<file path="src/rtl/apb_bridge_ctrl.sv">
// APB-side sequencer of the AHB-to-APB bridge: runs APB SETUP/ENABLE phases for
// qualified AHB transfers, stalls the AHB master through hreadyout, returns read
// data and turns APB slave errors or timeouts into a two-cycle AHB ERROR response.
module apb_bridge_ctrl #(
    parameter int ADDR_WIDTH = 32,
    parameter int DATA_WIDTH = 32,
    parameter int NSEL       = 3,
    parameter int WAIT_MAX   = 16
) (
    input  logic                  hclk,
    input  logic                  hreset,
    input  logic                  valid,
    input  logic                  hwrite,
    input  logic [ADDR_WIDTH-1:0] haddr,
    input  logic [DATA_WIDTH-1:0] hwdata,
    input  logic [NSEL-1:0]       tempselx,
    input  logic [DATA_WIDTH-1:0] prdata,
    input  logic                  pready,
    input  logic                  pslverr,
    output logic                  hreadyout,
    output logic                  hresp,
    output logic [DATA_WIDTH-1:0] hrdata,
    output logic [NSEL-1:0]       pselx,
    output logic                  penable,
    output logic                  pwrite,
    output logic [ADDR_WIDTH-1:0] paddr,
    output logic [DATA_WIDTH-1:0] pwdata
);

    // Counter is at least one bit wide so WAIT_MAX=0 (timeout disabled) still elaborates.
    localparam int WCW         = (WAIT_MAX > 0) ? $clog2(WAIT_MAX + 1) : 1;
    localparam int WAIT_SAT_I  = (WAIT_MAX > 0) ? WAIT_MAX : 1;
    localparam int WAIT_LAST_I = (WAIT_MAX > 0) ? WAIT_MAX - 1 : 0;
    localparam logic [WCW-1:0] WAIT_SAT  = WCW'(WAIT_SAT_I);
    localparam logic [WCW-1:0] WAIT_LAST = WCW'(WAIT_LAST_I);

    typedef enum logic [2:0] {
        IDLE, WWAIT, RSETUP, RENABLE, WSETUP, WENABLE, ERROR
    } state_t;

    state_t          state, state_next;
    logic [NSEL-1:0] sel_q;
    logic [WCW-1:0]  wait_cnt;
    logic            err_q;
    logic            in_enable;
    logic            timeout;

    assign in_enable = (state == RENABLE) || (state == WENABLE);
    // The wait_cnt-th stalled cycle has just elapsed when it reaches WAIT_MAX-1 with pready low.
    assign timeout   = (WAIT_MAX != 0) && !pready && (wait_cnt == WAIT_LAST);

    // State register.
    // NOTE: clocked state uses non-blocking assignments so every register samples pre-edge values.
    always_ff @(posedge hclk) begin
        if (hreset) state <= IDLE;
        else        state <= state_next;
    end

    // Next-state decode.
    // NOTE: state_next gets a default before the case so no path leaves it unassigned (no latch).
    always_comb begin
        state_next = state;
        case (state)
            IDLE:    if (valid) state_next = hwrite ? WWAIT : RSETUP;
            WWAIT:   state_next = WSETUP;
            RSETUP:  state_next = (sel_q == '0) ? ERROR : RENABLE;
            WSETUP:  state_next = (sel_q == '0) ? ERROR : WENABLE;
            RENABLE, WENABLE: begin
                if (pready)       state_next = pslverr ? ERROR : IDLE;
                else if (timeout) state_next = ERROR;
            end
            ERROR:   state_next = IDLE;
            default: state_next = IDLE;
        endcase
    end

    // Transfer attribute capture, write data, read data return and error flag.
    always_ff @(posedge hclk) begin
        if (hreset) begin
            sel_q  <= '0;
            paddr  <= '0;
            pwrite <= 1'b0;
            pwdata <= '0;
            hrdata <= '0;
            err_q  <= 1'b0;
        end else begin
            if (state == IDLE && valid) begin
                paddr  <= haddr;
                sel_q  <= tempselx;
                pwrite <= hwrite;
            end
            if (state == WWAIT)
                pwdata <= hwdata;
            if (state == RENABLE && pready && !pslverr)
                hrdata <= prdata;
            err_q <= (state == ERROR);
        end
    end

    // ENABLE-phase wait counter: zero outside ENABLE, counts stalled cycles, saturates.
    always_ff @(posedge hclk) begin
        if (hreset || !in_enable)               wait_cnt <= '0;
        else if (!pready && wait_cnt != WAIT_SAT) wait_cnt <= wait_cnt + 1'b1;
    end

    // Moore output decode from the state register.
    always_comb begin
        hreadyout = (state == IDLE);
        hresp     = (state == ERROR) || err_q;
        penable   = in_enable;
        pselx     = '0;
        if (state == RSETUP || state == WSETUP || in_enable)
            pselx = sel_q;
    end

endmodule

</file>
<file path="config.mk">
export PLATFORM = sky130hd
export DESIGN_NAME = apb_bridge_ctrl
export DESIGN_NICKNAME = d
export VERILOG_FILES = /design/src/rtl/apb_bridge_ctrl.sv
export SDC_FILE = /design/constraint.sdc
export NUM_CORES = 1
export LEC_CHECK = 0
export BUFFER_PORTS_ARGS = -buffer_cell sky130_fd_sc_hd__buf_2
export CAP_MARGIN = 20
export CORE_UTILIZATION = 49
export CTS_CLUSTER_DIAMETER = 80
export DETAILED_ROUTE_END_ITERATION = 10
export PLACE_DENSITY_LB_ADDON = 0.2
export SETUP_SLACK_MARGIN = 0.2
export SYNTH_ARGS = -nofsm -noshare
export SYNTH_HDL_FRONTEND = slang
export SYNTH_SLANG_ARGS = --single-unit
export TNS_END_PERCENT = 10
</file>
<file path="constraint.sdc">
create_clock -name hclk -period 3.42 [get_ports hclk]
set_input_delay 0.684 -clock hclk [delete_from_list [all_inputs] [get_ports hclk]]
set_output_delay 0.684 -clock hclk [all_outputs]
set_load 0.01 [all_outputs]
</file>
# Yosys cells after proc, flatten, opt, wreduce, memory -nomap -nowiden
# Cells that the tools add are included.
[op_classes]
reduce_logical = 17
muxes = 9
n_addsub = 1
eq_ne = 10
[op_table]
columns = ["cell", "count"]
rows = [
  ["3-bit two-way mux", 6],
  ["3-bit case mux with 5 select lines", 1],
  ["3-bit equality test, second input constant", 3],
  ["3-bit by 2-bit equality test with 1-bit output, second input constant", 2],
  ["3-bit zero test", 2],
  ["5-bit by 1-bit adder with 5-bit output, second input constant", 1],
  ["5-bit by 4-bit equality test with 1-bit output, second input constant", 1],
  ["1-bit logical AND", 5],
  ["1-bit logical OR", 5],
  ["5-bit inequality test, second input constant", 1],
  ["2-bit two-way mux", 2],
  ["3-bit by 1-bit equality test with 1-bit output, second input constant", 1],
  ["1-bit zero test", 3],
  ["3-bit inequality test, second input constant", 1],
  ["2-bit inequality test, second input constant", 1],
  ["2-bit AND reduction", 1],
  ["2-bit OR reduction", 1],
]
[totals]
regBits = 109

# Longest topological paths before layout
[logic_depth]
depth_word = 5
mapped_depth = 7
mapped_depth_nobuf = 7

# Least setup slack after synthesis
# No wires, ideal clock.
[synth_path]
path_type = "register to output"
from = "register state[1]"
to = "output penable"
path_buffers = 1
arrival_ns = 0.963
path_stages_with_launch = 4
slack_ns = 1.773
t_required_ns = 2.736
path_cell_list = "dfxtp_1 -> buf_2 -> xor2_1 -> and2_1"
[synth_via]
elab_chain_len = 2
[synth_lines]
columns = ["element", "line_no", "text"]
rows = [
  ["start: declaration", "41", "state_t state, state_next;"],
  ["start signal: assignment", "56", "else state <= state_next;"],
  ["3-bit by 2-bit equality test with 1-bit output or 3-bit equality test (tied branches)", "48", "assign in_enable = (state == RENABLE) || (state == WENABLE);"],
  ["1-bit logical OR *", "48", ""],
  ["end: declaration", "24", "output logic penable,"],
]
# Mark *: on every way between the ends. The rest lies on a longest branch, timed or not.

# Final worst setup path
[layout_path]
from = "register state[2]"
to = "output pselx[0]"
[layout_via]
elab_chain_len = 4
[layout_lines]
columns = ["element", "line_no", "text"]
rows = [
  ["3-bit by 2-bit equality test with 1-bit output (tied with other cells)", "112", "if (state == RSETUP || state == WSETUP || in_enable)"],
  ["1-bit logical OR (on tied branches)", "112, 48", ""],
  ["1-bit logical OR *", "112", ""],
  ["3-bit two-way mux *", "112", ""],
  ["end: declaration", "23", "output logic [NSEL-1:0] pselx,"],
]
# Marked as above.

==> results.toml <==
[critical_path]
worstSetupPathType = "flip-flop to output port"
cp_top_family = "flip-flops"
required_ps = 2740
endpoint_kind = "output port"
path_cells = "ha_1, and2_1, buf_2"
max_stage_delay_ps = 610
critical_path_buf_inv_count = 1
worstSetupStartpointType = "flip-flop"
slowest_stage = "dfxtp_1"
cp.arrival_ps = 1600
cp_max_fo = 12

[sta]
worst_pin_slew_ps = 846
skew_ps = 14.6
holdWs_ps = 456
rsz0062_at_grt = "false"
min_period_over_period = 0.667
fin_setup_tns_ps = 0
hold_viol_final = 0
report.final.slew_viol_count = 0
setup_viol = 0
max_freq_ghz = 0.439
maxSlewHeadroom = 0.436
period_needed_ps = 2280

[clock_network]
clock-sinks = 109
cts_resized = 0
clk_pin_slew_ps = 90
cts.htree.levels = 3
clk_latency_ps = 370
cts_setup_buffers = 0
cts-hold-fix-buffers = 0
tritoncts = "yes"
cts_inserted_buffers = 9
clockRootBuffer = "clkbuf_8"
cts_max_path_buffers = 2

[synth]
synth-seq-cells = 109
yosysUniqueCellTypes = 39
synth_edf_count = 0
yosys-top-cells-count = "nand2_1, dfxtp_1, a21oi_1"
yosys_warnings = 0
syn_nets = 619
yosys.area_share.simple = 0.243
synthAdderAreaFrac = 0.0123
avgSynthCellArea_um2 = 7.95
synth_top_family_by_area = "simple AND/OR/NAND/NOR gates"
syn_area_mm2 = 0.00406
synth_top_area_frac = 0.538
yosys-mux-area-fraction = 0
synthTopCellsByArea = "dfxtp_1, nand2_1, a21oi_1"
yosysTopAreaCell = "dfxtp_1"
synth_cells = 510
yosysMostFrequentCell = "nand2_1"
synth.yosys.seq_area_share = 0.538
async_flop_share = 0
synth_ff_type = "dfxtp_1"
yosys.area_share.xor_xnor = 0.00864
synth_compound_area_frac = 0.149

[die]
dieArea_mm2 = 0.00865
num_rows = 32
core-area_mm2 = 0.00785
ios = 208
die_y_um = 93.0
initial_utilization = 0.517
die_x_um = 93.0

[grt]
overflow = 0
grt_pass1_vias = 3723
grt_max_degree = 84
grt_usage = 0.242
antenna_found_initial = 0
grt_pass1_wl_mm = 16.6

[worst_hold_path]
min_path_type = "flip-flop to flip-flop"

[finish]
layout.nets = 809
drive_gt1_frac = 0.333
fillers = 695
antenna_cells = 0
area_growth_pct = 30.5

[placement]
io_buffers = 207
globalplace.congestion = 0.836
dpl.hpwl_mm = 7.38

[power]
leakagePower_nw = 2.43
vdd_drop_max_uv = 319
power.density_mw_per_mm2 = 634

[route]
wirelength_mm = 10.3
drc = 0
via_per_inst = 5.00
route.detailed.wl_per_inst_um = 12.8
num_vias = 4039
drtIter0Drc = 133
ant_nets = 0
drt-pass1-iter-count = 4

[flow_run]
maxCapViolations = 0

[outcome]
status = "completed"
-- kinds of logic (layout without fill, tap and decap cells) --
kind of cell / after synthesis / after routing
AND/OR/NAND/NOR: 238 / 238
AO/OA/AOI/OAI: 115 / 115
flip-flops: 109 / 109
buffers and inverters: 40 / 235
adder cells (fa/ha/maj): 4 / 4
XOR/XNOR: 4 / 4
-- worst reg2reg max path, delay by kind of cell, from the launching register on --
kind	cells	cell delay (ps)
and+or+nand+nor	3	510
adders and majority gates	2	350
DFF	1	400
AOI/OAI and AO/OA	2	510
-- path summary, 6_finish.rpt --
kind	from	end	slack, ps	depth (start not counted)
max reg2reg	wait_cnt[0]$_SDFFE_PP0P_	state[0]$_SDFFE_PP0P_	1550	7
max	state[2]$_SDFFE_PP0P_	pselx[0]	1140	3
min	pwdata[0]$_SDFFE_PP0P_	pwdata[0]$_SDFFE_PP0P_	460	2
min reg2reg	pwdata[0]$_SDFFE_PP0P_	pwdata[0]$_SDFFE_PP0P_	460	2
-- flip-flops by register name (all words and copies together), names as in the netlist --
name / cells
sel_q: 3
wait_cnt: 5
hrdata: 32
pwrite: 1
pwdata: 32
err_q: 1
paddr: 32
state: 3
-- placed cells by master (no fill, tap or decap), types with 2 or more instances in the layout --
| cell | instances |
|---|---|
| nand3b_1 | 2 |
| nor2_1 | 9 |
| a221oi_1 | 2 |
| xnor2_1 | 2 |
| o21ai_0 | 2 |
| nand2_1 | 206 |
| inv_1 | 5 |
| clkinv_4 | 2 |
| buf_2 | 206 |
| buf_8 | 2 |
| dfxtp_1 | 109 |
| nor3b_1 | 2 |
| buf_4 | 6 |
| and2_1 | 6 |
| clkbuf_8 | 10 |
| clkinv_2 | 2 |
| xor2_1 | 2 |
| a21oi_1 | 102 |
| nor2b_1 | 2 |
| ha_1 | 4 |
| inv_6 | 2 |
-- report_power, final --
| part | switching, mW | internal [mW] | total (mW) |
|---|---|---|---|
| Combinational | 0.633 | 0.405 | 1.04 |
| Sequential | 0.138 | 1.46 | 1.60 |
| Clock | 0.426 | 0.290 | 0.716 |
-- layout make-up --
class | count | area [µm²] | area share
Sequential cell | 109 | 2180 | 0.412
Multi-Input combinational cell | 361 | 1680 | 0.317
Timing Repair Buffer | 214 | 1110 | 0.209
Clock buffer | 10 | 138 | 0.0260
Tap cell | 102 | 128 | 0.0241
Clock inverter | 6 | 45.0 | 0.00851
Inverter | 5 | 18.8 | 0.00354
-- metal layers --
| metal | track usage | vias to the layer above | part of all wire |
|---|---|---|---|
| met3 | 0.0610 | 16 | 0.080 |
| li1 | - | 2037 | - |
| met5 | 0 | - | 0 |
| met2 | 0.430 | 160 | 0.49 |
| met4 | 0.105 | 0 | 0.019 |
| met1 | 0.272 | 1826 | 0.41 |
-- per-stage QoR --
stage	worst slack [ps]	utilization	power (mW)	instances	instance area [µm²]
after floorplan	1770	-	2.29	510	4060
after detailed placement	1470	0.648	2.64	789	5080
final	1140	0.675	3.36	807	5300
after CTS	1120	0.671	3.35	805	5270
after global routing	1040	0.675	3.59	807	5300
after global placement	1500	0.648	2.61	789	5080
Note: power is estimated with default switching activity, not from simulation.
